===== src/rtl/h2k_particle_scatter.sv =====
// rtl/h2k_particle_scatter.sv - unpacks 4-lane host beats into per-cell position records
// Optional MD_SCATTER_TDEST_FILTER_EN: beats whose tdest differs from i_init_id are dropped whole.
module h2k_particle_scatter #(
  parameter int AXIS_TDATA_WIDTH      = 512,
  parameter int STREAMING_TDEST_WIDTH = 16,
  parameter int N_CELL                = 27,
  parameter int POS_WIDTH             = 96
) (
  input  logic                             ap_clk,
  input  logic                             ap_rst_n,
  input  logic                             i_enable,
  input  logic [STREAMING_TDEST_WIDTH-1:0] i_init_id,
  input  logic [AXIS_TDATA_WIDTH-1:0]      S_AXIS_h2k_tdata,
  input  logic [AXIS_TDATA_WIDTH/8-1:0]    S_AXIS_h2k_tkeep,
  input  logic                             S_AXIS_h2k_tvalid,
  input  logic                             S_AXIS_h2k_tlast,
  input  logic [STREAMING_TDEST_WIDTH-1:0] S_AXIS_h2k_tdest,
  output logic                             S_AXIS_h2k_tready,
  output logic [POS_WIDTH-1:0]             o_cell_data,
  output logic [N_CELL-1:0]                o_cell_en,
  input  logic [N_CELL-1:0]                i_cell_ready,
  output logic                             o_frame_done,
  output logic [31:0]                      o_rec_count,
  output logic [31:0]                      o_drop_count
);
  localparam int LANES  = 4;
  localparam int LANE_W = 128;
  localparam int REC_W  = POS_WIDTH + 5;

  typedef enum logic {S_IDLE = 1'b0, S_UNPACK = 1'b1} state_t;

  state_t                      state_q, state_d;
  logic [LANES-1:0][REC_W-1:0] rec_q, rec_d;
  logic [LANES-1:0]            mask_q, mask_d, in_mask, mask_clr;
  logic                        last_q, last_d, drop_all_q, drop_all_d;
  logic                        frame_done_q, frame_done_d;
  logic [31:0]                 rec_cnt_q, rec_cnt_d, drop_cnt_q, drop_cnt_d;
  logic                        accept, tdest_miss, busy, deliver, ready_hit, lane_done;
  logic [1:0]                  sel;
  logic [REC_W-1:0]            sel_rec;
  logic [31:0]                 sel_id;
  logic                        unused_bits;

  assign S_AXIS_h2k_tready = (state_q == S_IDLE) && i_enable && ap_rst_n;
  assign accept            = S_AXIS_h2k_tvalid && S_AXIS_h2k_tready;

  // A lane counts only when all 16 of its bytes are kept and its record-valid bit is set.
  always_comb begin
    in_mask     = '0;
    unused_bits = 1'b0;
    for (int k = 0; k < LANES; k++) begin
      in_mask[k]  = (&S_AXIS_h2k_tkeep[16*k +: 16]) && S_AXIS_h2k_tdata[LANE_W*k + LANE_W - 1];
      unused_bits = unused_bits ^ (^S_AXIS_h2k_tdata[LANE_W*k + REC_W +: LANE_W - 1 - REC_W]);
    end
  end

`ifdef MD_SCATTER_TDEST_FILTER_EN
  assign tdest_miss = (S_AXIS_h2k_tdest != i_init_id);
`else
  logic unused_tdest;
  assign tdest_miss   = 1'b0;
  assign unused_tdest = ^{S_AXIS_h2k_tdest, i_init_id};
`endif

  always_comb begin
    sel = 2'd0;
    for (int k = LANES - 1; k >= 0; k--) begin
      if (mask_q[k]) sel = 2'(k);
    end
  end

  assign sel_rec   = rec_q[sel];
  assign sel_id    = 32'(sel_rec[POS_WIDTH +: 5]);
  assign busy      = (state_q == S_UNPACK) && (mask_q != '0);
  assign deliver   = busy && !drop_all_q && (sel_id < 32'(N_CELL));
  assign mask_clr  = mask_q & ~(LANES'(1) << sel);
  assign ready_hit = |(i_cell_ready & o_cell_en);
  assign lane_done = busy && (!deliver || ready_hit);

  always_ff @(posedge ap_clk) begin
    if (!ap_rst_n) state_q <= S_IDLE;
    else           state_q <= state_d;
  end

  always_comb begin
    state_d = state_q;
    case (state_q)
      S_IDLE:   if (accept && (in_mask != '0)) state_d = S_UNPACK;
      S_UNPACK: if (!busy || (lane_done && (mask_clr == '0))) state_d = S_IDLE;
    endcase
  end

  always_comb begin
    o_cell_en   = '0;
    o_cell_data = '0;
    if (deliver) begin
      o_cell_data = sel_rec[POS_WIDTH-1:0];
      for (int c = 0; c < N_CELL; c++) o_cell_en[c] = (sel_id == 32'(c));
    end
  end

  // accept only happens in IDLE and lane_done only in UNPACK, so the branches never overlap.
  always_comb begin
    rec_d        = rec_q;
    mask_d       = mask_q;
    last_d       = last_q;
    drop_all_d   = drop_all_q;
    rec_cnt_d    = rec_cnt_q;
    drop_cnt_d   = drop_cnt_q;
    frame_done_d = 1'b0;
    if (accept) begin
      for (int k = 0; k < LANES; k++) rec_d[k] = S_AXIS_h2k_tdata[LANE_W*k +: REC_W];
      mask_d       = in_mask;
      last_d       = S_AXIS_h2k_tlast;
      drop_all_d   = tdest_miss;
      frame_done_d = S_AXIS_h2k_tlast && (in_mask == '0);
    end else if (lane_done) begin
      mask_d       = mask_clr;
      frame_done_d = last_q && (mask_clr == '0);
      if (deliver) begin
        if (rec_cnt_q != '1) rec_cnt_d = rec_cnt_q + 32'd1;
      end else if (drop_cnt_q != '1) begin
        drop_cnt_d = drop_cnt_q + 32'd1;
      end
    end
  end

  always_ff @(posedge ap_clk) begin
    if (!ap_rst_n) begin
      mask_q       <= '0;
      last_q       <= 1'b0;
      drop_all_q   <= 1'b0;
      frame_done_q <= 1'b0;
      rec_cnt_q    <= '0;
      drop_cnt_q   <= '0;
    end else begin
      mask_q       <= mask_d;
      last_q       <= last_d;
      drop_all_q   <= drop_all_d;
      frame_done_q <= frame_done_d;
      rec_cnt_q    <= rec_cnt_d;
      drop_cnt_q   <= drop_cnt_d;
    end
  end

  always_ff @(posedge ap_clk) begin
    rec_q <= rec_d;
  end

  assign o_frame_done = frame_done_q;
  assign o_rec_count  = rec_cnt_q;
  assign o_drop_count = drop_cnt_q;

endmodule


===== config.mk =====
export PLATFORM = sky130hd
export DESIGN_NAME = h2k_particle_scatter
export DESIGN_NICKNAME = d
export VERILOG_FILES = /design/src/rtl/h2k_particle_scatter.sv
export SDC_FILE = /design/constraint.sdc
export NUM_CORES = 1
export LEC_CHECK = 0
export BUFFER_PORTS_ARGS = -buffer_cell sky130_fd_sc_hd__buf_2
export CORE_AREA = 2 2 324 326
export DETAILED_ROUTE_END_ITERATION = 10
export DIE_AREA = 0 0 326 328
export HOLD_SLACK_MARGIN = 0.15
export PLACE_DENSITY_LB_ADDON = 0.1
export SKIP_CTS_REPAIR_TIMING = 1
export SLEW_MARGIN = 20
export SYNTH_ARGS = -nofsm -noshare
export SYNTH_HDL_FRONTEND = slang
export SYNTH_SLANG_ARGS = --single-unit

===== constraint.sdc =====
create_clock -name ap_clk -period 18.22 [get_ports ap_clk]
set_input_delay 5.466 -clock ap_clk [delete_from_list [all_inputs] [get_ports ap_clk]]
set_output_delay 5.466 -clock ap_clk [all_outputs]
set_load 0.03 [all_outputs]

; ---- Yosys cells after proc, flatten, opt, wreduce, memory -nomap -nowiden
; Cells that the tools add are included.
[word_totals]
inputBits = 640
out_inout_bits = 189
word_cells = 95
register_bits = 475
[classes]
bitwise_logic = 6
n_addsub = 2
mux = 15
order_cmp = 2
eq_ne = 28
n_reduce_logical = 31
shift = 1
[op_table]
columns = cell, count
row1 = binary-select mux 101 bit (select 2 bit), 1
row2 = two-way mux 101 bit, 1
row3 = two-way mux 96 bit, 1
row4 = "adder 32 x 1 -> 32 bit, second input constant", 2
row5 = "inequality test 32 bit, second input constant", 2
row6 = AND reduction 16 bit, 4
row7 = "== test 5 bit, second input constant", 11
row8 = "== test 5 x 4 -> 1 bit, second input constant", 8
row9 = zero test 32 bit, 1
row10 = AND 27 bit, 1
row11 = two-way mux 27 bit, 1
row12 = OR reduction 27 bit, 1
row13 = "== test 5 x 3 -> 1 bit, second input constant", 4
row14 = logical AND 1 bit, 14
row15 = "== test 5 x 2 -> 1 bit, second input constant", 2
row16 = zero test 4 bit, 2
row17 = two-way mux 2 bit, 4
row18 = two-way mux 4 bit, 2
row19 = AND reduction 4 bit, 2
row20 = nonzero test 4 bit, 2
row21 = "== test 5 x 1 -> 1 bit, second input constant", 1
row22 = "less-than comparator 5 bit, second input constant", 1
row23 = AND 4 bit, 1
row24 = two-way mux 1 bit, 4
row25 = 8 further kinds, 12

; ---- Longest topological paths before layout
; Gate-level depths: netlist (run 1).
[logic_depth]
depth_word = 17
ltp_mapped = 15
depth_no_buf = 10

; ---- Worst setup path before layout (run 1)
; Ideal clock, no wire load.
[synth_timing]
kind = input-to-reg
start = in ap_rst_n
end = reg frame_done_q (netlist: o_frame_done)
setup_time_ns = 0.065
stages = 7
arrival_ns = 14.706
required_ns = 18.155
path_buffers = 0
path_slack_ns = 3.448
path_cell_list = and3_1 -> nand2_1 -> inv_1 -> nand2_1 -> nor2_1 -> a31oi_1 -> nor2b_1
[synth_between]
elab_chain_cells = 3
[synth_lines]
columns = element, line
row1 = "start, declared", 10  ; input logic ap_rst_n,
row2 = logical AND 1 bit, 44  ; assign S_AXIS_h2k_tready = (state_q == S_IDLE) && i_enable && ap_rst_n;
row3 = logical AND 1 bit, 45  ; assign accept = S_AXIS_h2k_tvalid && S_AXIS_h2k_tready;
row4 = named net accept, 38  ; logic accept, tdest_miss, busy, deliver, ready_hit, lane_done;
row5 = two-way mux 1 bit, 111  ; if (accept) begin
row6 = "end signal, assigned", 140  ; frame_done_q <= frame_done_d;
row7 = "end, declared", 36  ; logic frame_done_q, frame_done_d;
; The timed path passes the listed nets, and every way through them passes these cells.
; A chain may end at the register's enable or synchronous reset.

; ---- Worst setup path in the final report (run 1)
[layout_timing]
start = in ap_rst_n
end = out S_AXIS_h2k_tready
[layout_between]
elab_chain_cells = 1
[layout_lines]
columns = element, line
row1 = logical AND 1 bit, 44
row2 = "end, declared", 18  ; output logic S_AXIS_h2k_tready,
; No other way between the ends.

==> impl_metrics.tcl, run 1 <==
set metrics [dict create \
    worst_clock_skew_ns 0.0221 \
    cts_tree "built" \
    grt_pass1_wl_um 104000 \
    startpoint_type "input port" \
    rsz0062_at_grt "false" \
    tightestPinTransition_ns 1.12 \
    drive_gt1_frac 0.441 \
    cp_slowest_cell "buf_4" \
    clock-root-buffer "clkbuf_16" \
    hpwl_um 53700 \
    hp-start "last_q" \
    vias_per_cell 4.14 \
    worst_path_most_repeated_cell "buf_2" \
    synthCells 1308 \
    initial_core_util 0.186 \
    yosysWarnings 0 \
    timing.final.crit_share 0.668 \
    critical_path.max_stage_delay_ns 0.65 \
    drt_wl_total_um 75000 \
    crit_required_ns 12.75 \
    layout_commonest_cell "buf_2" \
    setup_viol 0 \
    power_density_nw_per_um2 94.0 \
    totalPowerFinal_mw 2.45 \
    grt_max_degree 177 \
    layout_common_cells "buf_2, edfxtp_1, nor2_1" \
    firstDrtPassIters 8 \
    antenna_left 0 \
    leakage_nw 10.1 \
    irDropWorstVdd_mv 0.0676 \
    grt_pass1_vias 14700 \
    crit_arrival_ns 6.71 \
    r2r_start "mask_q[1]" \
    maxSlewViolCount 0 \
    hold_violations 0 \
    dieWidth_um 326 \
    synth_area_leaders "edfxtp_1, dfxtp_1, mux2_2, a222oi_1, nor2_1" \
    synth_ff_type "edfxtp_1" \
    synth_top_area_share 0.633 \
    period_minus_slack_ns 12.17 \
    endpoint_kind "primary output" \
    io_buffers 692 \
    syn-num-nets 1950 \
    crit_path_max_fanout 89 \
    io_pins 829 \
    dp_cells 3320 \
    finalSetupTns_ns 0 \
    drcViolationCount 0 \
    tritoncts.num_buffers 61 \
    grt-ovfl-total 0 \
    utilization 0.253 \
    die_y_um 328 \
    status "finished clean" \
    rows 118 \
    syn_area_per_cell_um2 14.6 \
    dieArea_um2 107000 \
    ys_ff_latch 475 \
    ys_types 64 \
    max_cap_violations 0 \
    grt_usage 0.134 \
    final_cell_count_no_fill 3444 \
    synth-edff-count 404 \
    nNetsFinal 2645 \
    clk_latency_ns 0.65 \
    vias 14300 \
    fillers 10900 \
    synthArstFlopShare 0 \
    fp.coreArea_um2 103000 \
    hold_class "reg2reg" \
    yosys.area.top_type "edfxtp_1" \
    area_delta_synth_final_pct 36.4 \
    synth_area_um2 19200 \
    relSlewSlack 0.250 \
    setup.worst_path.start "ap_rst_n" \
    gp_routability_congestion 0.898 \
    htree_levels 2 \
    cts.clk_slew.worst_paths_ns 0.06 \
    crit_type "in2out" \
    cts.path.max_buffers 3 \
    path_cells "buf_2 -> buf_4 -> and3_1 -> buf_2" \
    drt_iter0_markers 971 \
    routedWlPerCell_um 21.8 \
    max_freq_ghz 0.0822 \
    seq_area_frac_synth 0.707 \
    antenna_found_initial 57 \
    cts_sinks 475 \
]
## flip-flops by register name (all words and copies together) (netlist names)
| name | flops |
|---|---|
| rec_q | 404 |
| o_drop_count | 32 |
| o_rec_count | 32 |
| mask_q | 4 |
| last_q | 1 |
| o_frame_done | 1 |
| state_q | 1 |
## cell usage after synthesis (all sizes together) (11+ instances only)
cell type / count
nand4: 28
nand2: 68
and2: 48
dfxtp: 71
a21boi: 11
xor2: 14
clkbuf: 63
nand3: 36
xnor2: 23
nor3: 13
mux2: 97
a222oi: 97
o21ai: 13
inv: 11
buf: 13
and3: 12
nor2: 148
mux2i: 21
nand2b: 17
edfxtp: 404
## per-stage QoR
stage,worst slack (ns),instance area (um2),hold WS [ns]
after global routing,5.93,26100,0.503
after floorplan,3.45,19200,0.444
final,6.05,26100,0.476
after detailed placement,6.01,24200,0.471
after CTS,6.00,26100,0.482
after global placement,6.03,24200,0.466
## logic make-up (layout without fill, tap and decap cells)
group           after synthesis  in the layout  synth area share
fa+ha+maj                     3              3           0.00183
compound gates              160            160            0.0741
mux                         118            118            0.0680
other cells                   0             13                 0
buf+inv                      87            830            0.0181
simple gates                428            428             0.114
flops                       475            475             0.707
xor+xnor                     37             37            0.0169
## worst paths after layout
check	end	slack, ns	depth (start not counted)
max	S_AXIS_h2k_tready	6.05	4
max reg2reg	o_rec_count[17]	12.60	12
min	last_q	0.48	2
min reg2reg	last_q	0.48	2
## report_power, final
part / total (mW) / internal [mW] / leakage [nW] / switching [mW]
sequential: 1.22 / 1.21 / 4.28 / 0.00630
clock: 1.14 / 0.660 / 0.930 / 0.484
combinational: 0.0927 / 0.0489 / 4.86 / 0.0438
## critical path: cells and delay by family
family                 cells  cell delay (ns)
buffers and inverters      3             0.93
and+or+nand+nor            1             0.28
## layer usage
| layer | up-vias | routed length [um] | GRT usage |
|---|---|---|---|
| met4 | 62 | 1920 | 0.0416 |
| met5 | - | 389 | 0 |
| met3 | 161 | 8050 | 0.0598 |
| li1 | 6547 | - | - |
| met1 | 6852 | 27400 | 0.146 |
| met2 | 643 | 37200 | 0.232 |
## cell type report
cell class                 count  area [um2]  share of cell area
tap                         1380        1730              0.0661
clock buffer                  73        1590              0.0610
antenna                       13        32.5             0.00125
multi-input combinational    746        5290               0.203
timing repair buffer         708        3600               0.138
clock inverter                38         280              0.0107
sequential                   475       13600               0.519
inverter                      11        48.8             0.00187
Power figures use the tool's default switching activity.
==> run 2, diff against run 1 <==
clock period = 11.8 ns   (was 18.22 ns; I/O delays follow)
==> run 2 against run 1 <==
- power increased by 52%
- clock power grew 49%
- worst hold slack better by 0.0030 ns
- final area decreased by 0.11%
- critical path depth did not move
- sequential share of layout area is 0.057 points higher
- die area is the same
- worst setup slack worse by 2.6 ns
- critical path type unchanged
==> impl_metrics.tcl, run 2 (synthesis gave the netlist of run 1 again) <==
set metrics [dict create \
    status "finished clean" \
    vias 14300 \
    hold_depth 2 \
    drt_iter0_markers 1073 \
    top_usage_layer "met2" \
    switching_power_mw 0.826 \
    use_met1 0.149 \
    gp_routability_congestion 0.882 \
    endpoint_kind "primary output" \
    p_comb_frac 0.038 \
    irDropWorstVdd_mv 0.105 \
    grt_usage 0.137 \
    layout_commonest_cell "buf_2" \
    io_buffers 692 \
    leakage_nw 10.0 \
    maxSlewViolCount 0 \
    clk_latency_ns 0.65 \
    finalSetupTns_ns 0 \
    initial_core_util 0.186 \
    grt_max_degree 128 \
    vias_per_cell 4.13 \
    crit_arrival_ns 4.81 \
    drive_gt1_frac 0.441 \
    die_y_um 328 \
    final_cell_count_no_fill 3448 \
    fillers 10900 \
    drcViolationCount 0 \
    tritoncts.num_buffers 59 \
    max_freq_ghz 0.120 \
    crit_path_max_fanout 89 \
    area_delta_synth_final_pct 36.2 \
    hold_violations 0 \
    cts_sinks 475 \
    clock-root-buffer "clkbuf_16" \
    firstDrtPassIters 8 \
    layout_common_cells "buf_2, edfxtp_1, nor2_1" \
    relSlewSlack 0.339 \
    max_cap_violations 0 \
    top_register "rec_q" \
    cts_tree "built" \
    crit_required_ns 8.26 \
    largest_reg_flops 404 \
    power_density_nw_per_um2 143 \
    antenna_found_initial 56 \
    use_met2 0.240 \
    htree_levels 2 \
    period_minus_slack_ns 8.35 \
    worst_clock_skew_ns 0.0191 \
    tightestPinTransition_ns 0.992 \
    rows 118 \
    io_pins 829 \
    dieWidth_um 326 \
    grt_pass1_vias 15000 \
    routedWlPerCell_um 21.9 \
    timing.final.crit_share 0.708 \
    setup_viol 0 \
    dp_cells 3321 \
    p_int_mw 2.90 \
    grt-ovfl-total 0 \
    sw_frac_of_total 0.222 \
    crit_type "in2out" \
    fp.coreArea_um2 103000 \
    rsz0062_at_grt "false" \
    clockPowerShare 0.457 \
    cts.clk_slew.worst_paths_ns 0.06 \
    seqPwrFrac 0.505 \
    nNetsFinal 2645 \
    whs_ns 0.479 \
    hold_class "reg2reg" \
    drt_wl_total_um 75700 \
    antenna_left 0 \
    grt_pass1_wl_um 106000 \
    r2r_cells 12 \
    hpwl_um 54500 \
    cts.path.max_buffers 3 \
    startpoint_type "input port" \
    grtUsageMet3 0.0586 \
    dieArea_um2 107000 \
    reg2reg_slack_ns 6.39 \
]
-- run 2: changes by cell type in the layout (fill, tap and decap cells not counted), moves of 3 or more --
cell | before | now
bufinv_16 | 3 | 0
clkbuf_1 | 11 | 15
clkbuf_8 | 0 | 3
clkinv_1 | 15 | 12
diode_2 | 13 | 16
-- run 2: metal layers --
layer  wire length [um]  part of all wire  vias to the layer above
li1                   -                 -                     6551
met1              27900              0.37                     6890
met2              38300              0.51                      585
met3               7180             0.095                      160
met4               1850             0.024                       66
met5                410            0.0054                        -
-- run 2: worst paths after layout --
kind                   from                end
setup / recovery   ap_rst_n  S_AXIS_h2k_tready
hold reg to reg      last_q             last_q
hold / removal       last_q             last_q
setup reg to reg  mask_q[0]    o_rec_count[14]
-- run 2: area by class of cell --
| cell class | count | area, um2 | share of cell area |
|---|---|---|---|
| Antenna cell | 16 | 40.0 | 0.00153 |
| Clock buffer | 78 | 1600 | 0.0613 |
| Clock inverter | 32 | 194 | 0.00743 |
| Inverter | 11 | 45.0 | 0.00173 |
| Multi-Input combinational cell | 746 | 5290 | 0.203 |
| Sequential cell | 475 | 13600 | 0.519 |
| Tap cell | 1380 | 1730 | 0.0662 |
| Timing Repair Buffer | 710 | 3640 | 0.140 |
-- run 2: power groups by stage --
stage | clock network [mW] | logic, mW | registers, mW
3_5_place_dp | 0 | 0.146 | 1.92
3_3_place_gp | 0 | 0.143 | 1.91
2_1_floorplan | 0 | 0.0419 | 1.92
6_report | 1.70 | 0.143 | 1.88
4_1_cts | 1.78 | 0.146 | 1.88
5_1_grt | 1.84 | 0.159 | 1.88
-- run 2: per-stage QoR --
step / util / power (mW) / instance area [um2] / setup slack (ns)
global route: 0.253 / 3.88 / 26100 / 3.06
finish: 0.253 / 3.72 / 26100 / 3.45
detailed placement: 0.235 / 2.06 / 24200 / 3.38
global placement: 0.235 / 2.06 / 24200 / 3.40
floorplan: - / 1.96 / 19200 / 1.13
CTS: 0.252 / 3.81 / 26000 / 3.18
-- run 2: critical path: stages --
cell and delay, ns:
buf_2 0.08, buf_4 0.65, and3_1 0.32, buf_2 0.22
